==> src/rtl/decode_pkg.sv <==
// decode_pkg: opcode/ID constants, field limits, decoded bundle
// and the pure decode function shared by the decode stage.
package decode_pkg;

   localparam logic [5:0] OP_RTYPE   = 6'd0;
   localparam logic [5:0] OP_ADDI    = 6'd1;
   localparam logic [5:0] OP_ANDI    = 6'd2;
   localparam logic [5:0] OP_MUL     = 6'd3;
   localparam logic [5:0] OP_DIV     = 6'd4;
   localparam logic [5:0] OP_ORI     = 6'd5;
   localparam logic [5:0] OP_XORI    = 6'd6;
   localparam logic [5:0] OP_SHIFT   = 6'd7;
   localparam logic [5:0] OP_LW      = 6'd8;
   localparam logic [5:0] OP_BGE     = 6'd15;
   localparam logic [5:0] OP_J       = 6'd16;
   localparam logic [5:0] OP_JR      = 6'd17;
   localparam logic [5:0] OP_JAL     = 6'd18;
   localparam logic [5:0] OP_CMP     = 6'd19;
   localparam logic [5:0] OP_LUI     = 6'd20;
   localparam logic [5:0] OP_SYSCALL = 6'd21;

   localparam logic [5:0] ID_NOP     = 6'd0;
   localparam logic [5:0] ID_ADD     = 6'd1;
   localparam logic [5:0] ID_SLL     = 6'd11;
   localparam logic [5:0] ID_JR      = 6'd22;
   localparam logic [5:0] ID_CMP     = 6'd24;
   localparam logic [5:0] ID_SYSCALL = 6'd26;

   localparam logic [5:0] FUNC_R_MAX  = 6'd3;
   localparam logic [5:0] FUNC_SH_MAX = 6'd1;

   // Operands carried at 32 bits; rs/rd are never negative,
   // so the stage can sign-extend all three to XLEN.
   typedef struct packed {
      logic [5:0]  id;
      logic [31:0] rs;
      logic [31:0] rt;
      logic [31:0] rd;
      logic        illegal;
   } decoded_t;

   function automatic decoded_t decode_instr(
      input logic [31:0] ir
   );
      decoded_t    d;
      logic [5:0]  op;
      logic [5:0]  fn;
      logic [31:0] f_rs;
      logic [31:0] f_rt;
      logic [31:0] f_rd;
      logic [31:0] f_imm;
      logic        is_nop;
      logic        is_r3;
      logic        is_md;
      logic        is_i4;
      logic        is_i5;
      logic        is_sh;
      logic        is_cmp;
      logic        is_jmp;
      logic        is_jr;

      op     = ir[31:26];
      fn     = ir[5:0];
      f_rs   = {27'd0, ir[25:21]};
      f_rt   = {27'd0, ir[20:16]};
      f_rd   = {27'd0, ir[15:11]};
      f_imm  = {{16{ir[15]}}, ir[15:0]};

      is_nop = (ir == 32'd0);
      is_r3  = (op == OP_RTYPE) && (fn <= FUNC_R_MAX)
               && !is_nop;
      is_md  = (op == OP_MUL || op == OP_DIV)
               && (fn == 6'd0);
      is_i4  = op inside {OP_ADDI, OP_ANDI,
                          OP_ORI, OP_XORI};
      is_i5  = (op >= OP_LW && op <= OP_BGE)
               || (op == OP_LUI);
      is_sh  = (op == OP_SHIFT) && (fn <= FUNC_SH_MAX);
      is_cmp = (op == OP_CMP);
      is_jmp = op inside {OP_J, OP_JAL, OP_SYSCALL};
      is_jr  = (op == OP_JR);

      d = '0;
      unique case (1'b1)
         is_nop: d.id = ID_NOP;
         is_r3: begin
            d.id = ID_ADD + fn;
            d.rs = f_rs;
            d.rt = f_rt;
            d.rd = f_rd;
         end
         is_md: begin
            d.id = op + 6'd4;
            d.rs = f_rs;
            d.rt = f_rt;
            d.rd = f_rd;
         end
         is_i4: begin
            d.id = op + 6'd4;
            d.rs = f_rs;
            d.rt = f_imm;
            d.rd = f_rt;
         end
         is_i5: begin
            d.id = op + 6'd5;
            d.rs = f_rs;
            d.rt = f_imm;
            d.rd = f_rt;
         end
         is_sh: begin
            d.id = ID_SLL + fn;
            d.rs = f_rt;
            d.rt = {27'd0, ir[10:6]};
            d.rd = f_rd;
         end
         is_cmp: begin
            d.id = ID_CMP;
            d.rs = f_rs;
            d.rt = f_rt;
            d.rd = f_rd;
         end
         is_jmp: begin
            d.id = op + 6'd5;
            d.rs = {6'd0, ir[25:0]};
         end
         is_jr: begin
            d.id = ID_JR;
            d.rs = f_rs;
         end
         default: d.illegal = 1'b1;
      endcase
      return d;
   endfunction

endpackage

==> src/rtl/decode_stage_if.sv <==
// decode_stage_if: fetch->decode and decode->execute handshakes.
// master = fetch/execute side, slave = decode stage.
interface decode_stage_if #(
   parameter int XLEN = 32
);
   logic            in_valid;
   logic            in_ready;
   logic [31:0]     in_instr;
   logic [XLEN-1:0] in_pc;
   logic            out_valid;
   logic            out_ready;
   logic [5:0]      out_id;
   logic [XLEN-1:0] out_rs;
   logic [XLEN-1:0] out_rt;
   logic [XLEN-1:0] out_rd;
   logic [XLEN-1:0] out_pc;
   logic            out_illegal;

   modport master (
      output in_valid, in_instr, in_pc, out_ready,
      input  in_ready, out_valid, out_id, out_rs,
      input  out_rt, out_rd, out_pc, out_illegal
   );

   modport slave (
      input  in_valid, in_instr, in_pc, out_ready,
      output in_ready, out_valid, out_id, out_rs,
      output out_rt, out_rd, out_pc, out_illegal
   );
endinterface

==> src/rtl/instr_fifo.sv <==
// instr_fifo: synchronous FIFO. Ports: clk, reset, clr (flush),
// push/wdata, pop/rdata (head), full, empty, count.
module instr_fifo #(
   parameter int WIDTH = 64,
   parameter int DEPTH = 4
) (
   input  logic                     clk,
   input  logic                     reset,
   input  logic                     clr,
   input  logic                     push,
   input  logic [WIDTH-1:0]         wdata,
   input  logic                     pop,
   output logic [WIDTH-1:0]         rdata,
   output logic                     full,
   output logic                     empty,
   output logic [$clog2(DEPTH):0]   count
);
   localparam int AW = $clog2(DEPTH);

   logic [WIDTH-1:0] mem_q [DEPTH];
   logic [WIDTH-1:0] mem_d [DEPTH];
   logic [AW-1:0]    wptr_q, wptr_d;
   logic [AW-1:0]    rptr_q, rptr_d;
   logic [AW:0]      count_q, count_d;
   logic             do_push, do_pop;

   assign full    = (count_q == (AW+1)'(DEPTH));
   assign empty   = (count_q == '0);
   assign count   = count_q;
   assign rdata   = mem_q[rptr_q];
   assign do_push = push && !full;
   assign do_pop  = pop && !empty;

   always_comb begin
      mem_d   = mem_q;
      wptr_d  = wptr_q;
      rptr_d  = rptr_q;
      count_d = count_q;
      if (clr) begin
         wptr_d  = '0;
         rptr_d  = '0;
         count_d = '0;
      end else begin
         if (do_push) begin
            mem_d[wptr_q] = wdata;
            wptr_d        = wptr_q + AW'(1);
         end
         if (do_pop) begin
            rptr_d = rptr_q + AW'(1);
         end
         count_d = count_q
                   + (AW+1)'(do_push)
                   - (AW+1)'(do_pop);
      end
   end

   always_ff @(posedge clk) begin
      if (reset) begin
         wptr_q  <= '0;
         rptr_q  <= '0;
         count_q <= '0;
      end else begin
         wptr_q  <= wptr_d;
         rptr_q  <= rptr_d;
         count_q <= count_d;
      end
   end

   always_ff @(posedge clk) begin
      mem_q <= mem_d;
   end

endmodule

==> src/rtl/decode_stage.sv <==
// decode_stage: FIFO-buffered decoder with registered valid/ready output.
// Ports: clk, reset, flush, io (decode_stage_if.slave), fifo_count; DECODE_STATS_EN adds stat_decoded/stat_illegal.
module decode_stage
   import decode_pkg::*;
#(
   parameter int XLEN       = 32,
   parameter int FIFO_DEPTH = 4,
   parameter int CNT_W      = 16
) (
   input  logic                         clk,
   input  logic                         reset,
   input  logic                         flush,
   decode_stage_if.slave                io,
   output logic [$clog2(FIFO_DEPTH):0]  fifo_count
`ifdef DECODE_STATS_EN
   ,
   output logic [CNT_W-1:0]             stat_decoded,
   output logic [CNT_W-1:0]             stat_illegal
`endif
);
   localparam int FW = XLEN + 32;

   logic          push, pop, full, empty;
   logic [FW-1:0] head;
   decoded_t      dec;

   logic            out_valid_q, out_valid_d;
   logic [5:0]      out_id_q, out_id_d;
   logic [XLEN-1:0] out_rs_q, out_rs_d;
   logic [XLEN-1:0] out_rt_q, out_rt_d;
   logic [XLEN-1:0] out_rd_q, out_rd_d;
   logic [XLEN-1:0] out_pc_q, out_pc_d;
   logic            out_illegal_q, out_illegal_d;

   // Flush blocks both sides so nothing enters or leaves
   // the buffer in the cycle it is being emptied.
   assign push = io.in_valid && !full && !flush;
   assign pop  = !empty && !flush
                 && (!out_valid_q || io.out_ready);

   assign io.in_ready = !full;

   instr_fifo #(
      .WIDTH (FW),
      .DEPTH (FIFO_DEPTH)
   ) u_fifo (
      .clk   (clk),
      .reset (reset),
      .clr   (flush),
      .push  (push),
      .wdata ({io.in_pc, io.in_instr}),
      .pop   (pop),
      .rdata (head),
      .full  (full),
      .empty (empty),
      .count (fifo_count)
   );

   assign dec = decode_instr(head[31:0]);

   always_comb begin
      out_valid_d   = out_valid_q;
      out_id_d      = out_id_q;
      out_rs_d      = out_rs_q;
      out_rt_d      = out_rt_q;
      out_rd_d      = out_rd_q;
      out_pc_d      = out_pc_q;
      out_illegal_d = out_illegal_q;
      if (flush) begin
         out_valid_d   = 1'b0;
         out_id_d      = '0;
         out_rs_d      = '0;
         out_rt_d      = '0;
         out_rd_d      = '0;
         out_pc_d      = '0;
         out_illegal_d = 1'b0;
      end else if (pop) begin
         out_valid_d   = 1'b1;
         out_id_d      = dec.id;
         out_rs_d      = XLEN'($signed(dec.rs));
         out_rt_d      = XLEN'($signed(dec.rt));
         out_rd_d      = XLEN'($signed(dec.rd));
         out_pc_d      = head[FW-1:32];
         out_illegal_d = dec.illegal;
      end else if (io.out_ready) begin
         out_valid_d = 1'b0;
      end
   end

   always_ff @(posedge clk) begin
      if (reset) begin
         out_valid_q   <= 1'b0;
         out_id_q      <= '0;
         out_rs_q      <= '0;
         out_rt_q      <= '0;
         out_rd_q      <= '0;
         out_pc_q      <= '0;
         out_illegal_q <= 1'b0;
      end else begin
         out_valid_q   <= out_valid_d;
         out_id_q      <= out_id_d;
         out_rs_q      <= out_rs_d;
         out_rt_q      <= out_rt_d;
         out_rd_q      <= out_rd_d;
         out_pc_q      <= out_pc_d;
         out_illegal_q <= out_illegal_d;
      end
   end

   assign io.out_valid   = out_valid_q;
   assign io.out_id      = out_id_q;
   assign io.out_rs      = out_rs_q;
   assign io.out_rt      = out_rt_q;
   assign io.out_rd      = out_rd_q;
   assign io.out_pc      = out_pc_q;
   assign io.out_illegal = out_illegal_q;

`ifdef DECODE_STATS_EN
   logic [CNT_W-1:0] stat_decoded_q, stat_decoded_d;
   logic [CNT_W-1:0] stat_illegal_q, stat_illegal_d;

   always_comb begin
      stat_decoded_d = stat_decoded_q;
      stat_illegal_d = stat_illegal_q;
      if (pop && dec.id != ID_NOP) begin
         stat_decoded_d = stat_decoded_q + CNT_W'(1);
      end
      if (pop && dec.illegal) begin
         stat_illegal_d = stat_illegal_q + CNT_W'(1);
      end
   end

   always_ff @(posedge clk) begin
      if (reset) begin
         stat_decoded_q <= '0;
         stat_illegal_q <= '0;
      end else begin
         stat_decoded_q <= stat_decoded_d;
         stat_illegal_q <= stat_illegal_d;
      end
   end

   assign stat_decoded = stat_decoded_q;
   assign stat_illegal = stat_illegal_q;
`else
   logic [CNT_W-1:0] stat_unused;
   assign stat_unused = '0;
`endif

endmodule
==> src/flat_wrapper.sv <==
// flat-port wrapper written by rule: the top's interface ports become plain ports
module decode_stage_flat import decode_pkg::*;
#(
   parameter int XLEN       = 32,
   parameter int FIFO_DEPTH = 4,
   parameter int CNT_W      = 16
)
  (clk, reset, flush, fifo_count, io_in_valid, io_in_instr, io_in_pc, io_out_ready, io_in_ready, io_out_valid, io_out_id, io_out_rs, io_out_rt, io_out_rd, io_out_pc, io_out_illegal);
  decode_stage_if #(.XLEN(XLEN)) io_i ();
  input  logic clk;
  input  logic reset;
  input  logic flush;
  output logic [$clog2(FIFO_DEPTH):0] fifo_count;
  input wire logic [$bits(io_i.in_valid)-1:0] io_in_valid;
  input wire logic [$bits(io_i.in_instr)-1:0] io_in_instr;
  input wire logic [$bits(io_i.in_pc)-1:0] io_in_pc;
  input wire logic [$bits(io_i.out_ready)-1:0] io_out_ready;
  output wire logic [$bits(io_i.in_ready)-1:0] io_in_ready;
  output wire logic [$bits(io_i.out_valid)-1:0] io_out_valid;
  output wire logic [$bits(io_i.out_id)-1:0] io_out_id;
  output wire logic [$bits(io_i.out_rs)-1:0] io_out_rs;
  output wire logic [$bits(io_i.out_rt)-1:0] io_out_rt;
  output wire logic [$bits(io_i.out_rd)-1:0] io_out_rd;
  output wire logic [$bits(io_i.out_pc)-1:0] io_out_pc;
  output wire logic [$bits(io_i.out_illegal)-1:0] io_out_illegal;
  assign io_i.in_valid = io_in_valid;
  assign io_i.in_instr = io_in_instr;
  assign io_i.in_pc = io_in_pc;
  assign io_i.out_ready = io_out_ready;
  assign io_in_ready = io_i.in_ready;
  assign io_out_valid = io_i.out_valid;
  assign io_out_id = io_i.out_id;
  assign io_out_rs = io_i.out_rs;
  assign io_out_rt = io_i.out_rt;
  assign io_out_rd = io_i.out_rd;
  assign io_out_pc = io_i.out_pc;
  assign io_out_illegal = io_i.out_illegal;
  decode_stage #(.XLEN(XLEN), .FIFO_DEPTH(FIFO_DEPTH), .CNT_W(CNT_W)) u_core (.clk(clk), .reset(reset), .flush(flush), .io(io_i), .fifo_count(fifo_count));
endmodule
==> config.mk <==
export PLATFORM = sky130hd
export DESIGN_NAME = decode_stage_flat
export DESIGN_NICKNAME = d
export VERILOG_FILES = /design/src/rtl/decode_pkg.sv /design/src/rtl/decode_stage_if.sv /design/src/rtl/instr_fifo.sv /design/src/rtl/decode_stage.sv /design/src/flat_wrapper.sv
export SDC_FILE = /design/constraint.sdc
export NUM_CORES = 1
export LEC_CHECK = 0
export BUFFER_PORTS_ARGS = -buffer_cell sky130_fd_sc_hd__buf_2
export CAP_MARGIN = 10
export CORE_MARGIN = 3
export CORE_UTILIZATION = 51
export DETAILED_ROUTE_END_ITERATION = 8
export HOLD_SLACK_MARGIN = 0.06
export PLACE_DENSITY = 0.75
export SLEW_MARGIN = 20
export SYNTH_ARGS = -nofsm -noshare
export SYNTH_HDL_FRONTEND = slang
export SYNTH_SLANG_ARGS = --single-unit
==> constraint.sdc <==
create_clock -name clk -period 3.6 [get_ports clk]
set_input_delay 0.18 -clock clk [delete_from_list [all_inputs] [get_ports clk]]
set_output_delay 0.18 -clock clk [all_outputs]
set_load 0.005 [all_outputs]
# ---- Yosys cells after proc, flatten, opt, wreduce, memory -nomap -nowiden
# Index checks and enable logic that the tools add are counted.
dict set report op_classes {
  addsub 8
  magnitude_cmp 7
  eq_ne 14
  muxes 12
  n_bitwise 3
  reduce_logical 35
}
# cell count
set op_table {}
lappend op_table {{$bwmux 256} 1}
lappend op_table {{$mux 64} 3}
lappend op_table {{$pmux 64 s3} 1}
lappend op_table {{$bmux 64 s2} 1}
lappend op_table {{$demux 64 s2} 1}
lappend op_table {{$pmux 26 s3} 1}
lappend op_table {{$eq 6x5->1 const B} 6}
lappend op_table {{$pmux 6 s6} 1}
lappend op_table {{$logic_not 32->1} 1}
lappend op_table {{$eq 6x3->1 const B} 4}
lappend op_table {{$add 6x3->6 const B} 2}
lappend op_table {{$eq 6x2->1 const B} 2}
lappend op_table {{$logic_and 1x1->1} 12}
lappend op_table {{$logic_not 6->1} 2}
lappend op_table {{$reduce_or 9->1} 1}
lappend op_table {{$reduce_or 2->1} 4}
lappend op_table {{$add 1x6->6 const A} 1}
lappend op_table {{$add 4x6->6 const A} 1}
lappend op_table {{$eq 6x1->1 const B} 1}
lappend op_table {{$ge 3x3->1 const B} 2}
lappend op_table {{$ge 6x4->1 const B} 1}
lappend op_table {{$le 6x1->1 const B} 1}
lappend op_table {{$le 6x2->1 const B} 1}
lappend op_table {{$le 6x4->1 const B} 1}
lappend op_table {{other kinds (17)} 27}
dict set report totals {
  ff_bits 399
  elab_cells 93
}

# ---- Logic depth before layout (Yosys ltp)
dict set report depth {
  ltp_word 9
  depth_mapped 17
}

# ---- Hierarchy
# From an unflattened synthesis, not the netlist that was laid out.
dict set report hier_totals {
  hier_cells 926
  area_unflattened_um2 14044.7
}
# mod n_inst cells_per_inst area_each_um2
set modules_own_cells {}
lappend modules_own_cells {instr_fifo 1 381 9706.8}
lappend modules_own_cells {decode_stage 1 545 4337.9}

# ---- Least setup slack after synthesis
# Ideal clock, no wire load.
dict set report synth_path {
  kind {reg-to-reg}
  startpoint {register u_core.u_fifo.rptr_q[0]}
  endpoint {register u_core.out_id_q[4] (netlist: u_core.io.out_id[4])}
  setup_time_ps 118
  arrival_ps 3478
  t_required_ps 3482
  path_slack_ps 4
  path_stages_with_launch 18
  period_less_slack_ps 3596
  cell_sequence {dfxtp_1 buf_6 buf_2 buf_2 mux4_2 ha_1 buf_1 nand2_1 nor2_1 nand3_1 buf_2 inv_1 ha_1 a31oi_1 xor2_1 a311oi_1 nor3_1 nor2_1}
}
dict set report synth_via {
  elab_chain_len 9
  word_cells_on_any_way 41
  classes_between {4 x add/sub; 4 x order compare; 13 x eq/ne; 4 x mux; 1 x bitwise; 15 x reduce/logical}
}
# element line_no
set synth_rtl {}
lappend synth_rtl {{from (decl)} instr_fifo.sv:23} ;# logic [AW-1:0] rptr_q, rptr_d;
lappend synth_rtl {{from (signal assigned)} instr_fifo.sv:64} ;# rptr_q <= rptr_d;
lappend synth_rtl {{$not 2->3 (implied by the code) *} instr_fifo.sv:30} ;# assign rdata = mem_q[rptr_q];
lappend synth_rtl {{$bmux 64 s2 *} instr_fifo.sv:30}
lappend synth_rtl {{$mux 64 (implied by the code) * (2 in a row)} instr_fifo.sv:30}
lappend synth_rtl {{$ge 6x4->1, or another cell as far along} decode_pkg.sv:76} ;# is_i5 = (op >= OP_LW && op <= OP_BGE)
lappend synth_rtl {{$logic_and 1x1->1 or $logic_or 1x1->1 (tied branches)} {decode_pkg.sv:76, decode_pkg.sv:72}}
lappend synth_rtl {{$logic_or 1x1->1 or $logic_and 1x1->1 (tied branches)} {decode_pkg.sv:77, decode_pkg.sv:73}}
lappend synth_rtl {{$reduce_or 2->1 (no line)} -}
lappend synth_rtl {{$pmux 6 s6 *} decode_pkg.sv:84} ;# unique case (1'b1)
lappend synth_rtl {{to (signal assigned)} decode_stage.sv:101} ;# out_id_q <= out_id_d;
lappend synth_rtl {{to (decl)} decode_stage.sv:28} ;# logic [5:0] out_id_q, out_id_d;
# Every way passes the cells marked *; elsewhere a longest branch is shown, timed or not. The select of a mux whose other input is x is not followed.
# A chain may end at the register's enable or synchronous reset.

# ---- Final worst setup path
# Same ends and word-level chain as after synthesis.

==> summary by stage <==
Status
The flow ran to the end, and the final reports show no timing, DRC or antenna violations.

Global route
The met1 layer usage reported by global route is 31.09%. The total overflow left after global routing is 0. The global-route usage over all layers is 22.27%. The global-route met2 utilization is a little over a third.

The first global-routing pass estimated 50.54 mm of wire. The global routing usage on met3 is 3.635%. The initial antenna violation count is 0. The via count of the first global-routing pass came to 8852. The largest net degree at the start of global routing is 87. met2 is the most crowded layer.

Floorplan
The top-level port count is 209. The row count is 60. The die outline width is 171.9 um. The core area is 27030 sq um. The initial core utilization is between 50% and 60%. The floorplan step set the die height to 171.9 um. The area of the die is 29570 sq um.

Place
The number of buffers inserted by port buffering is 175. The wire-length estimate of the detail-placed layout is 20.92 mm. Routability-driven placement finished with a final weighted congestion of 0.9103.

Pwr
The power share of the clock group is 43.6%. The total internal power is 0.006990 W. The overall power consumption is 0.008858 W.

IR analysis of the VDD net gives a maximum drop of approximately 370 uV. The static leakage is 6.109 nW. The combinational share of power is 6.5%.

The fraction of power consumed by sequential logic is 50.0%. Power spread over the standard cell area amounts to 520.0 nW/um^2. The total net switching power is 0.001868 W.

The switching share of power is 21.09%.

Route
The residual antenna-violating net count after detailed routing is 0. The overall routed net length is 32.93 mm. The average routed wire per standard cell is 21.19 um. Dividing the detail-routed via count by the number of cells gives around 5.7.

For this run, design rule violations remaining after detail routing come to 0. The first detailed-routing pass took 5 iterations. The routed layout has 8867 vias. The number of DRC markers after the initial detailed-route iteration is 794.

Finish
After filler insertion, the fill cell instance count of the layout stands at a little under 2000. The top cell types in the final layout, fill and taps aside, are edfxtp_1, buf_2, nand2_1, dfxtp_1, a21oi_1. The most common cell after layout, fill and taps aside is edfxtp_1.

The register area is 9577 sq um. The area growth from synthesis to layout is 21.29%. The total number of nets in the final design is about 1300. The area of combinational cells with multiple inputs is 3941 sq um. The repair_antennas step left the layout with diodes totalling 0. The share of post-route cells with drive strength above 1 is 27.37%.

Logic synthesis
Sorting the synthesized cells by area gives the leading types as edfxtp_1, dfxtp_1, mux4_2, nand2_1, buf_4. The count of different cell masters after synthesis is 57. Counting every instance in the synthesized netlist gives between 900 and 1000. The synthesized design devotes to its leading area cell type 54.73% of total area.

The number of warnings printed during yosys synthesis is 0. In this run, synthesis produced a sequential element count of 350. Summing every instance area after synthesis gives 14040 sq um. For this run, the register share of the synthesized area comes to 68.13%.

The synthesized area divided by synthesized cell count is 14.72 sq um. The most area-hungry cell type in the Yosys netlist is edfxtp_1.

Clock tree
The root buffer cell chosen for the clock tree is clkbuf_16. The H-tree generated during clock tree synthesis spans 2 levels. The buffers inserted during post-CTS setup optimization is 0. The total clock sinks is 350. After clock tree synthesis, the clock-pin slew on the worst setup and hold paths is 0.05 ns. No sink is reached through more buffers than the 3 on the longest clock path. The CTS tree is built.

The number of buffers added by the clock tree synthesis step is 36. The insertion delay to the later sink of the worst-skew pair is 0.52 ns.

Worst setup path
Data on the critical path arrives at its endpoint at 3.77 ns. The worst-case register-to-register setup slack is 0.27 ns. The startpoint of the worst register-to-register path is u_core.u_fifo.rptr_q[0]. For the worst flop-to-flop path, the logic depth is 13. Of all nets on the critical path, the largest fanout is 10. STA classifies the critical path endpoint as a flop.

STA classifies the critical path startpoint as a flop. Data on the critical path is required at its endpoint by a little over 4 ns. In this run the critical register-to-register path is captured at u_core.io.out_id[4]. The critical path is of the flop to flop type.

Timing
Subtracting the final worst setup slack from the clock period gives about 3.3 ns. Hold is met by 0.1072 ns. The slew at the pin closest to its max-slew limit is 1.037 ns. The number of pins exceeding their max-slew limit in the final report came to 0. The summed negative setup slack over all endpoints is 0 ns. Setup repair after global routing left no endpoint under its margin. Between clock sinks in the finished design, the worst skew comes to 0.02131 ns. Of the available clock period, the critical path in the final layout requires ~93%. The maximum clock rate is approximately 0.3 GHz. In this run the tightest slew margin relative to its limit is 30.90%.

The count of final hold-check violations is 0. Setup violations remaining at the end of the flow were counted as 0.

Worst hold path
The worst hold path belongs to the class input port to flop. The worst hold path begins at reset. Along the worst hold path, the cell count comes to 4. The worst hold path terminates at u_core.io.out_id[1].

Flow run
Max-cap violations in this run came to 0.
==> kinds of logic (layout without fill, tap and decap cells) <==
family / count (synthesis) / in the layout / share of synthesized area, %
buf+inv: 124 / 351 / 4.802
fa+ha+maj: 18 / 18 / 1.710
compound gates: 151 / 151 / 6.806
simple gates: 237 / 237 / 7.590
mux: 64 / 64 / 10.37
other cells: 1 / 33 / 0.02670
flops: 350 / 350 / 68.13
xor+xnor: 9 / 9 / 0.5613
==> layer usage <==
layer,part of all wire [%],vias to the layer above
li1,-,3985
met1,42,4410
met2,48,404
met3,6.9,68
met4,3.2,0
met5,0,-
==> synthesized netlist by cell type (all sizes together) <==
| library cell | instances |
|---|---|
| nor3b | 2 |
| a32o | 3 |
| edfxtp | 256 |
| o221a | 1 |
| a31oi | 8 |
| dfxtp | 94 |
| nand4b | 1 |
| or3 | 1 |
| clkbuf | 28 |
| a31o | 2 |
| and3 | 1 |
| nor2 | 23 |
| nand4 | 6 |
| xnor2 | 6 |
| buf | 72 |
| conb | 1 |
| o211ai | 2 |
| nand2 | 139 |
| nor2b | 1 |
| o22a | 1 |
| a221oi | 2 |
| nand3 | 17 |
| o22ai | 7 |
| and4 | 1 |
| a21o | 2 |
| o41ai | 2 |
| nor4 | 6 |
| fa | 2 |
| a311oi | 1 |
| xor2 | 3 |
| a32oi | 11 |
| or4 | 2 |
| a22o | 5 |
| ha | 16 |
| or2 | 1 |
| inv | 24 |
| o211a | 2 |
| o21ai | 25 |
| mux4 | 64 |
| and2 | 9 |
| or3b | 1 |
| nor3 | 23 |
| a22oi | 2 |
| nand2b | 3 |
| a21oi | 75 |
==> power by group through the flow <==
stage	registers [W]	logic (W)	clock network, W
global route	0.00443	0.000631	0.00409
finish	0.00443	0.000575	0.00386
global placement	0.00451	0.000503	0
CTS	0.00443	0.000574	0.00392
detailed placement	0.00451	0.000513	0
floorplan	0.00451	0.000335	0
==> through the flow <==
step | instances | instance area, sq um | worst slack (ns) | utilization (%)
after floorplan | 986 | 14160 | 0.004131 | -
after global placement | 1423 | 15120 | 0.3389 | 55.96
after detailed placement | 1423 | 15120 | 0.2524 | 55.96
after CTS | 1554 | 17030 | 0.2183 | 63.00
after global routing | 1554 | 17040 | 0.02153 | 63.03
final | 1554 | 17040 | 0.2693 | 63.03
==> flip-flops by register name, summed over array words and instances, names as in the netlist <==
signal and cells:
u_core.u_fifo.rptr_q 2, u_core.io.out_rs 26, u_core.u_fifo.mem_q 256, u_core.io.out_illegal 1, u_core.io.out_valid 1, u_core.io.out_pc 32
u_core.io.out_rt 16, u_core.io.out_id 6, u_core.u_fifo.wptr_q 2, u_core.io.out_rd 5, u_core.u_fifo.count 3
==> critical path, stage by stage, from the launching register on <==
cell	delay, ns
dfxtp_4	0.47
mux4_1	0.69
inv_1	0.17
ha_1	0.28
nand2_1	0.09
nor2_1	0.18
nand3_2	0.18
fa_1	0.41
inv_1	0.10
a31oi_1	0.11
xor2_1	0.16
a311oi_1	0.23
nor3_1	0.09
nor2_1	0.09
==> area by class of cell <==
cell class	count	area share (%)
clock buffer	50	6.023
clock inverter	15	1.278
inverter	24	0.5288
multi-input combinational	512	23.14
sequential	350	56.22
tap	341	2.505
timing repair buffer	262	10.31
==> timing repair <==
action	4_1_cts	5_1_grt
hold buffers	66	0
setup endpoints to repair	0	1
endpoints found under the hold margin	258	0
gates resized for setup	0	1
==> worst max-delay path by stage <==
| stage | startpoint | endpoint |
|---|---|---|
| global placement | u_core.u_fifo.rptr_q[0] | u_core.io.out_id[4] |
| finish | u_core.u_fifo.rptr_q[0] | u_core.io.out_id[4] |
| detailed placement | u_core.u_fifo.rptr_q[0] | u_core.io.out_id[4] |
| CTS | u_core.u_fifo.rptr_q[0] | u_core.io.out_id[4] |
| global route | u_core.u_fifo.rptr_q[0] | u_core.io.out_id[4] |
| floorplan | u_core.u_fifo.rptr_q[0] | u_core.io.out_id[4] |
(Power assumes the default switching activity.)
